<file path="src/rtl/histo_equalizer.sv">
`timescale 1ns/1ps
// Builds an 8-bit equalization LUT from the cumulative histogram (double-banked)
// and remaps the live gray pixel stream through the active bank with 2-cycle latency.
module histo_equalizer #(
    parameter int unsigned RD_LAT = 3,
    parameter int unsigned CUM_W  = 20
) (
    input  logic             iClk,
    input  logic             iRst_n,
    input  logic             iStart,
    output logic [7:0]       oReadGray,
    input  logic [CUM_W-1:0] iCumHisto,
    input  logic             iFvalid,
    input  logic [7:0]       iGray,
    input  logic             iGrayValid,
    output logic [7:0]       oEqGray,
    output logic             oEqValid,
    output logic             oBusy,
    output logic             oLutReady
);

    localparam int unsigned NW = CUM_W + 8;
    localparam int unsigned WW = $clog2(RD_LAT + 1);
    localparam logic [WW-1:0] WAIT_LAST = WW'(RD_LAT);

    typedef enum logic [2:0] {
        S_IDLE, S_TOTAL, S_FETCH, S_DIV, S_WR, S_PEND
    } state_t;

    state_t            state;
    logic              start_d;
    logic [7:0]        bin;
    logic [WW-1:0]     wait_cnt;
    logic [CUM_W-1:0]  total;
    logic [NW-1:0]     rem;
    logic [NW-1:0]     div_sub;
    logic [NW-1:0]     n_val;
    logic [NW-1:0]     c_ext;
    logic [7:0]        quot;
    logic [2:0]        div_i;
    logic              sel;
    logic              lut_ready;
    logic              busy;
    logic [7:0]        read_gray;

    logic [7:0]        lut [512];
    logic              lut_we;
    logic [8:0]        lut_waddr;

    logic [7:0]        gray_s1;
    logic              valid_s1;
    logic              sel_s1;
    logic              ready_s1;
    logic [7:0]        eq_gray;
    logic              eq_valid;

    assign c_ext   = NW'(iCumHisto);
    assign n_val   = (c_ext << 8) - c_ext;
    assign div_sub = NW'(total) << div_i;

    assign lut_we    = (state == S_WR);
    assign lut_waddr = {~sel, bin};

    always_ff @(posedge iClk or negedge iRst_n) begin
        if (!iRst_n) begin
            state     <= S_IDLE;
            start_d   <= 1'b0;
            bin       <= '0;
            wait_cnt  <= '0;
            total     <= '0;
            rem       <= '0;
            quot      <= '0;
            div_i     <= '0;
            sel       <= 1'b0;
            lut_ready <= 1'b0;
            busy      <= 1'b0;
            read_gray <= '0;
        end else begin
            start_d <= iStart;
            case (state)
                S_IDLE: begin
                    if (iStart && !start_d) begin
                        busy      <= 1'b1;
                        read_gray <= '1;
                        wait_cnt  <= '0;
                        state     <= S_TOTAL;
                    end
                end
                S_TOTAL: begin
                    if (wait_cnt == WAIT_LAST) begin
                        total     <= iCumHisto;
                        bin       <= '0;
                        read_gray <= '0;
                        wait_cnt  <= '0;
                        state     <= S_FETCH;
                    end else begin
                        wait_cnt <= wait_cnt + 1'b1;
                    end
                end
                S_FETCH: begin
                    if (wait_cnt == WAIT_LAST) begin
                        wait_cnt <= '0;
                        // An empty histogram has no meaningful scale: write identity.
                        if (total == '0) begin
                            quot  <= bin;
                            state <= S_WR;
                        end else begin
                            rem   <= n_val;
                            quot  <= '0;
                            div_i <= 3'd7;
                            state <= S_DIV;
                        end
                    end else begin
                        wait_cnt <= wait_cnt + 1'b1;
                    end
                end
                S_DIV: begin
                    if (rem >= div_sub) begin
                        rem         <= rem - div_sub;
                        quot[div_i] <= 1'b1;
                    end
                    if (div_i == 3'd0) begin
                        state <= S_WR;
                    end else begin
                        div_i <= div_i - 3'd1;
                    end
                end
                S_WR: begin
                    if (bin == 8'hFF) begin
                        state <= S_PEND;
                    end else begin
                        bin       <= bin + 8'd1;
                        read_gray <= bin + 8'd1;
                        state     <= S_FETCH;
                    end
                end
                S_PEND: begin
                    // Swap only between frames so no frame sees two LUTs.
                    if (!iFvalid) begin
                        sel       <= ~sel;
                        lut_ready <= 1'b1;
                        busy      <= 1'b0;
                        state     <= S_IDLE;
                    end
                end
                default: state <= S_IDLE;
            endcase
        end
    end

    always_ff @(posedge iClk) begin
        if (lut_we) begin
            lut[lut_waddr] <= quot;
        end
    end

    always_ff @(posedge iClk or negedge iRst_n) begin
        if (!iRst_n) begin
            gray_s1  <= '0;
            valid_s1 <= 1'b0;
            sel_s1   <= 1'b0;
            ready_s1 <= 1'b0;
            eq_gray  <= '0;
            eq_valid <= 1'b0;
        end else begin
            gray_s1  <= iGray;
            valid_s1 <= iGrayValid;
            sel_s1   <= sel;
            ready_s1 <= lut_ready;
            eq_gray  <= ready_s1 ? lut[{sel_s1, gray_s1}] : gray_s1;
            eq_valid <= valid_s1;
        end
    end

    assign oReadGray = read_gray;
    assign oEqGray   = eq_gray;
    assign oEqValid  = eq_valid;
    assign oBusy     = busy;
    assign oLutReady = lut_ready;

endmodule

</file>
<file path="config.mk">
export PLATFORM = sky130hd
export DESIGN_NAME = histo_equalizer
export DESIGN_NICKNAME = d
export VERILOG_FILES = /design/src/rtl/histo_equalizer.sv
export SDC_FILE = /design/constraint.sdc
export NUM_CORES = 2
export LEC_CHECK = 0
export BUFFER_PORTS_ARGS = -buffer_cell sky130_fd_sc_hd__buf_2
export CAP_MARGIN = 20
export CORE_ASPECT_RATIO = 0.7
export CORE_MARGIN = 3
export CORE_UTILIZATION = 35
export DETAILED_ROUTE_END_ITERATION = 8
export PLACE_DENSITY = 0.55
export SLEW_MARGIN = 25
export SYNTH_ARGS = -nofsm -noshare
export SYNTH_HDL_FRONTEND = slang
export SYNTH_SLANG_ARGS = --single-unit
</file>
<file path="constraint.sdc">
create_clock -name iClk -period 10.63 [get_ports iClk]
set_input_delay 2.126 -clock iClk [delete_from_list [all_inputs] [get_ports iClk]]
set_output_delay 2.126 -clock iClk [all_outputs]
set_load 0.005 [all_outputs]
</file>
==> impl_metrics.env <==
export IMPL_run_status="completed"
export IMPL_die_height_um=582.3
export IMPL_drt_vias_per_instance=5.838
export IMPL_num_io_pins=52
export IMPL_fp_dieW_um=829.3
export IMPL_p_leak_uw=0.05770
export IMPL_clock_skew_final_ns=0.05591
export IMPL_finalInstanceArea_mm2=0.1867
export IMPL_first_pass_iters=5
export IMPL_slew_headroom_pct=17.98
export IMPL_timing_critical_path_arrival_ns=6.92
export IMPL_final_nets=8410
export IMPL_area_growth_pct=12.43
export IMPL_placement_cell_area_mm2=0.1738
export IMPL_cts_made_buffers=391
export IMPL_remaining_drc_errors=0
export IMPL_ys_seq_elements=4200
export IMPL_seq_area_frac_synth_pct=75.64
export IMPL_vdd_drop_max_mv=0.2119
export IMPL_post_cts_resized=0
export IMPL_clock_sinks=4200
export IMPL_cts_tree="built"
export IMPL_final_layout_size_suffix_gt1_share_pct=23.71
export IMPL_place_congestion=0.8851
export IMPL_port_buffer_count=51
export IMPL_synthCells=8156
export IMPL_power_density_mw_per_mm2=224.6
export IMPL_max_cap_viols=0
export IMPL_design_power_total_uw=41940
export IMPL_mappedNetlistArea_mm2=0.1660
export IMPL_setup_repair_after_global_routing_missed_its_margin="false"
export IMPL_critical_path_required_time_ns=11.51
export IMPL_critPathLaunchType="flop"
export IMPL_hold_viol_final=0
export IMPL_syn_avg_cell_area_um2=20.36
export IMPL_class_of_the_tightest_hold_or_removal_check="reg2reg"
export IMPL_globalRouteOverflowTotal=0
export IMPL_synth_async_reset_ratio_pct=2.476
export IMPL_setup_tns_final_ns=0
export IMPL_mappedNetlistNets=8237
export IMPL_grt_pass1_wl_um=714800
export IMPL_worst_path_max_fanout=91
export IMPL_final_cell_mix="4096 x sky130_fd_sc_hd__edfxtp_1, 1030 x sky130_fd_sc_hd__mux4_2, 610 x sky130_fd_sc_hd__nor2_1"
export IMPL_worst_skew_pair_late_latency_ns=0.98
export IMPL_cts_hold_buf=0
export IMPL_coreArea_mm2=0.4701
export IMPL_die_area_mm2=0.4829
export IMPL_dominantRegCellSynth="sky130_fd_sc_hd__edfxtp_1"
export IMPL_grtUsageTotal_pct=21.02
export IMPL_layout_cells_non_filler=14920
export IMPL_worst_setup_path_end_kind="flop"
export IMPL_period_needed_ns=6.038
export IMPL_fmax_mhz=165.6
export IMPL_final_worst_path_setup_slack_ns=4.592
export IMPL_count_of_warnings_emitted_by_yosys=0
export IMPL_synth_edff_count=4096
export IMPL_largest_net_degree_at_the_start_of_global_routing=240
export IMPL_start_util_pct=35.32
export IMPL_cts_max_path_buffers=4
export IMPL_max_slew_worst_pin_slew_ns=1.230
export IMPL_first_global_vias=84880
export IMPL_route_final_wire_length_um=519500
export IMPL_drt_iter0_markers=13950
export IMPL_path_clk_slew_ns=0.07
export IMPL_site_rows=210
export IMPL_criticalPathCategory="reg2reg"
export IMPL_final_max_slew_viol_count=0
export IMPL_place_detailed_instances=14180
export IMPL_number_of_unique_standard_cell_types_used_by_synthesis=75
export IMPL_detailedPlacementHpwl_um=321400
export IMPL_detailedPlace_worstSlack_ns=4.931
export IMPL_post_cts_repair_setup_buffers=0
export IMPL_number_of_antenna_violations_at_the_first_check_in_global_routing=44
export IMPL_clock_tree_root_cell="sky130_fd_sc_hd__clkbuf_16"
export IMPL_most_common_library_cell_in_the_layout_ignoring_fill_and_taps="sky130_fd_sc_hd__edfxtp_1"
export IMPL_timing_final_crit_share_pct=56.80
export IMPL_total_number_of_vias=87110
export IMPL_antenna_left=0
export IMPL_final_setup_viol_count=0
export IMPL_cts_htree_levels=5
export IMPL_avgRoutedWirePerCell_um=34.82
==> path summary, 6_finish.rpt <==
check,startpoint,endpoint,slack [ns],cells past startpoint
max in group asynchronous,iRst_n,gray_s1[0],7.90,2
min in group asynchronous,iRst_n,total[14],1.29,1
hold reg to reg,valid_s1,oEqValid,0.35,0
setup reg to reg,gray_s1[2],oEqGray[1],4.59,10
hold / removal,valid_s1,oEqValid,0.35,0
setup / recovery,gray_s1[2],oEqGray[1],4.59,10
==> synth_stat cells, types with 65 or more instances <==
cell type | number | area, µm²
sky130_fd_sc_hd__mux2i_1 | 217 | 2172
sky130_fd_sc_hd__mux4_2 | 1030 | 23200
sky130_fd_sc_hd__edfxtp_1 | 4096 | 123000
sky130_fd_sc_hd__o21ai_0 | 105 | 525.5
sky130_fd_sc_hd__o22ai_1 | 103 | 644.4
sky130_fd_sc_hd__buf_2 | 136 | 680.7
sky130_fd_sc_hd__a21oi_1 | 173 | 865.8
sky130_fd_sc_hd__dfrtp_1 | 104 | 2603
sky130_fd_sc_hd__nor3_1 | 65 | 325.3
sky130_fd_sc_hd__clkbuf_1 | 210 | 788.3
sky130_fd_sc_hd__a22oi_1 | 116 | 870.8
sky130_fd_sc_hd__nor2_1 | 655 | 2459
sky130_fd_sc_hd__nand2_1 | 296 | 1111
==> kinds of logic (layout without fill, tap and decap cells) <==
family                   Yosys count  in the layout  share of synthesized area, %
flip-flops                      4200           4200                         75.64
multiplexers                    1293           1293                         15.59
AND/OR/NAND/NOR                 1236           1236                         3.172
AO/OA/AOI/OAI                    796            796                         3.202
buffers and inverters            529           1025                         1.744
XOR/XNOR                          54             54                        0.2848
adder cells (fa/ha/maj)           48             48                        0.3662
other                              0             16                             0
==> critical path: stages (launching register included) <==
cell,delay [ns]
sky130_fd_sc_hd__dfrtp_4,0.84
sky130_fd_sc_hd__buf_12,0.45
sky130_fd_sc_hd__buf_12,0.52
sky130_fd_sc_hd__buf_4,0.65
sky130_fd_sc_hd__nor2b_4,0.97
sky130_fd_sc_hd__a22oi_1,0.18
sky130_fd_sc_hd__a21oi_1,0.24
sky130_fd_sc_hd__nor4_2,0.17
sky130_fd_sc_hd__nor4_1,0.82
sky130_fd_sc_hd__o21ai_0,0.33
sky130_fd_sc_hd__o221ai_1,0.24
==> per-stage QoR <==
stage	util (%)	hold slack [ns]
floorplan	-	0.3312
global placement	36.93	0.3327
detailed placement	36.97	0.3347
CTS	39.64	0.3511
global route	39.71	0.3752
finish	39.72	0.3502
==> metal layers <==
layer / track usage, % / wire, µm / up-vias
met5: 0 / 71 / -
met4: 5.908 / 15960 / 10
met3: 6.855 / 66020 / 799
met2: 29.96 / 222100 / 5199
met1: 30.82 / 215400 / 47000
li1: - / - / 34100
==> report_power, final <==
part           total (µW)  switching [µW]  internal, µW
clock               14100            6330          7810
sequential          21300             473         20800
combinational        6550            4890          1670
total               41900           11700         30300
==> layout make-up <==
cell class | count | area [µm²]
Sequential cell | 4200 | 125700
Tap cell | 6254 | 7825
Multi-Input combinational cell | 3427 | 38040
Fill cell | 41390 | 283400
Antenna cell | 16 | 40.04
Inverter | 33 | 133.9
Clock buffer | 465 | 10290
Timing Repair Buffer | 276 | 2441
Clock inverter | 251 | 2268
==> flip-flops by register name, summed over array words and instances (netlist names), 8 cells and up <==
| signal | flops |
|---|---|
| total | 20 |
| gray_s1 | 8 |
| bin | 8 |
| lut | 4096 |
| rem | 28 |
| quot | 8 |
| oReadGray | 8 |
| oEqGray | 8 |
No activity file was read; power rests on OpenSTA's default activity.
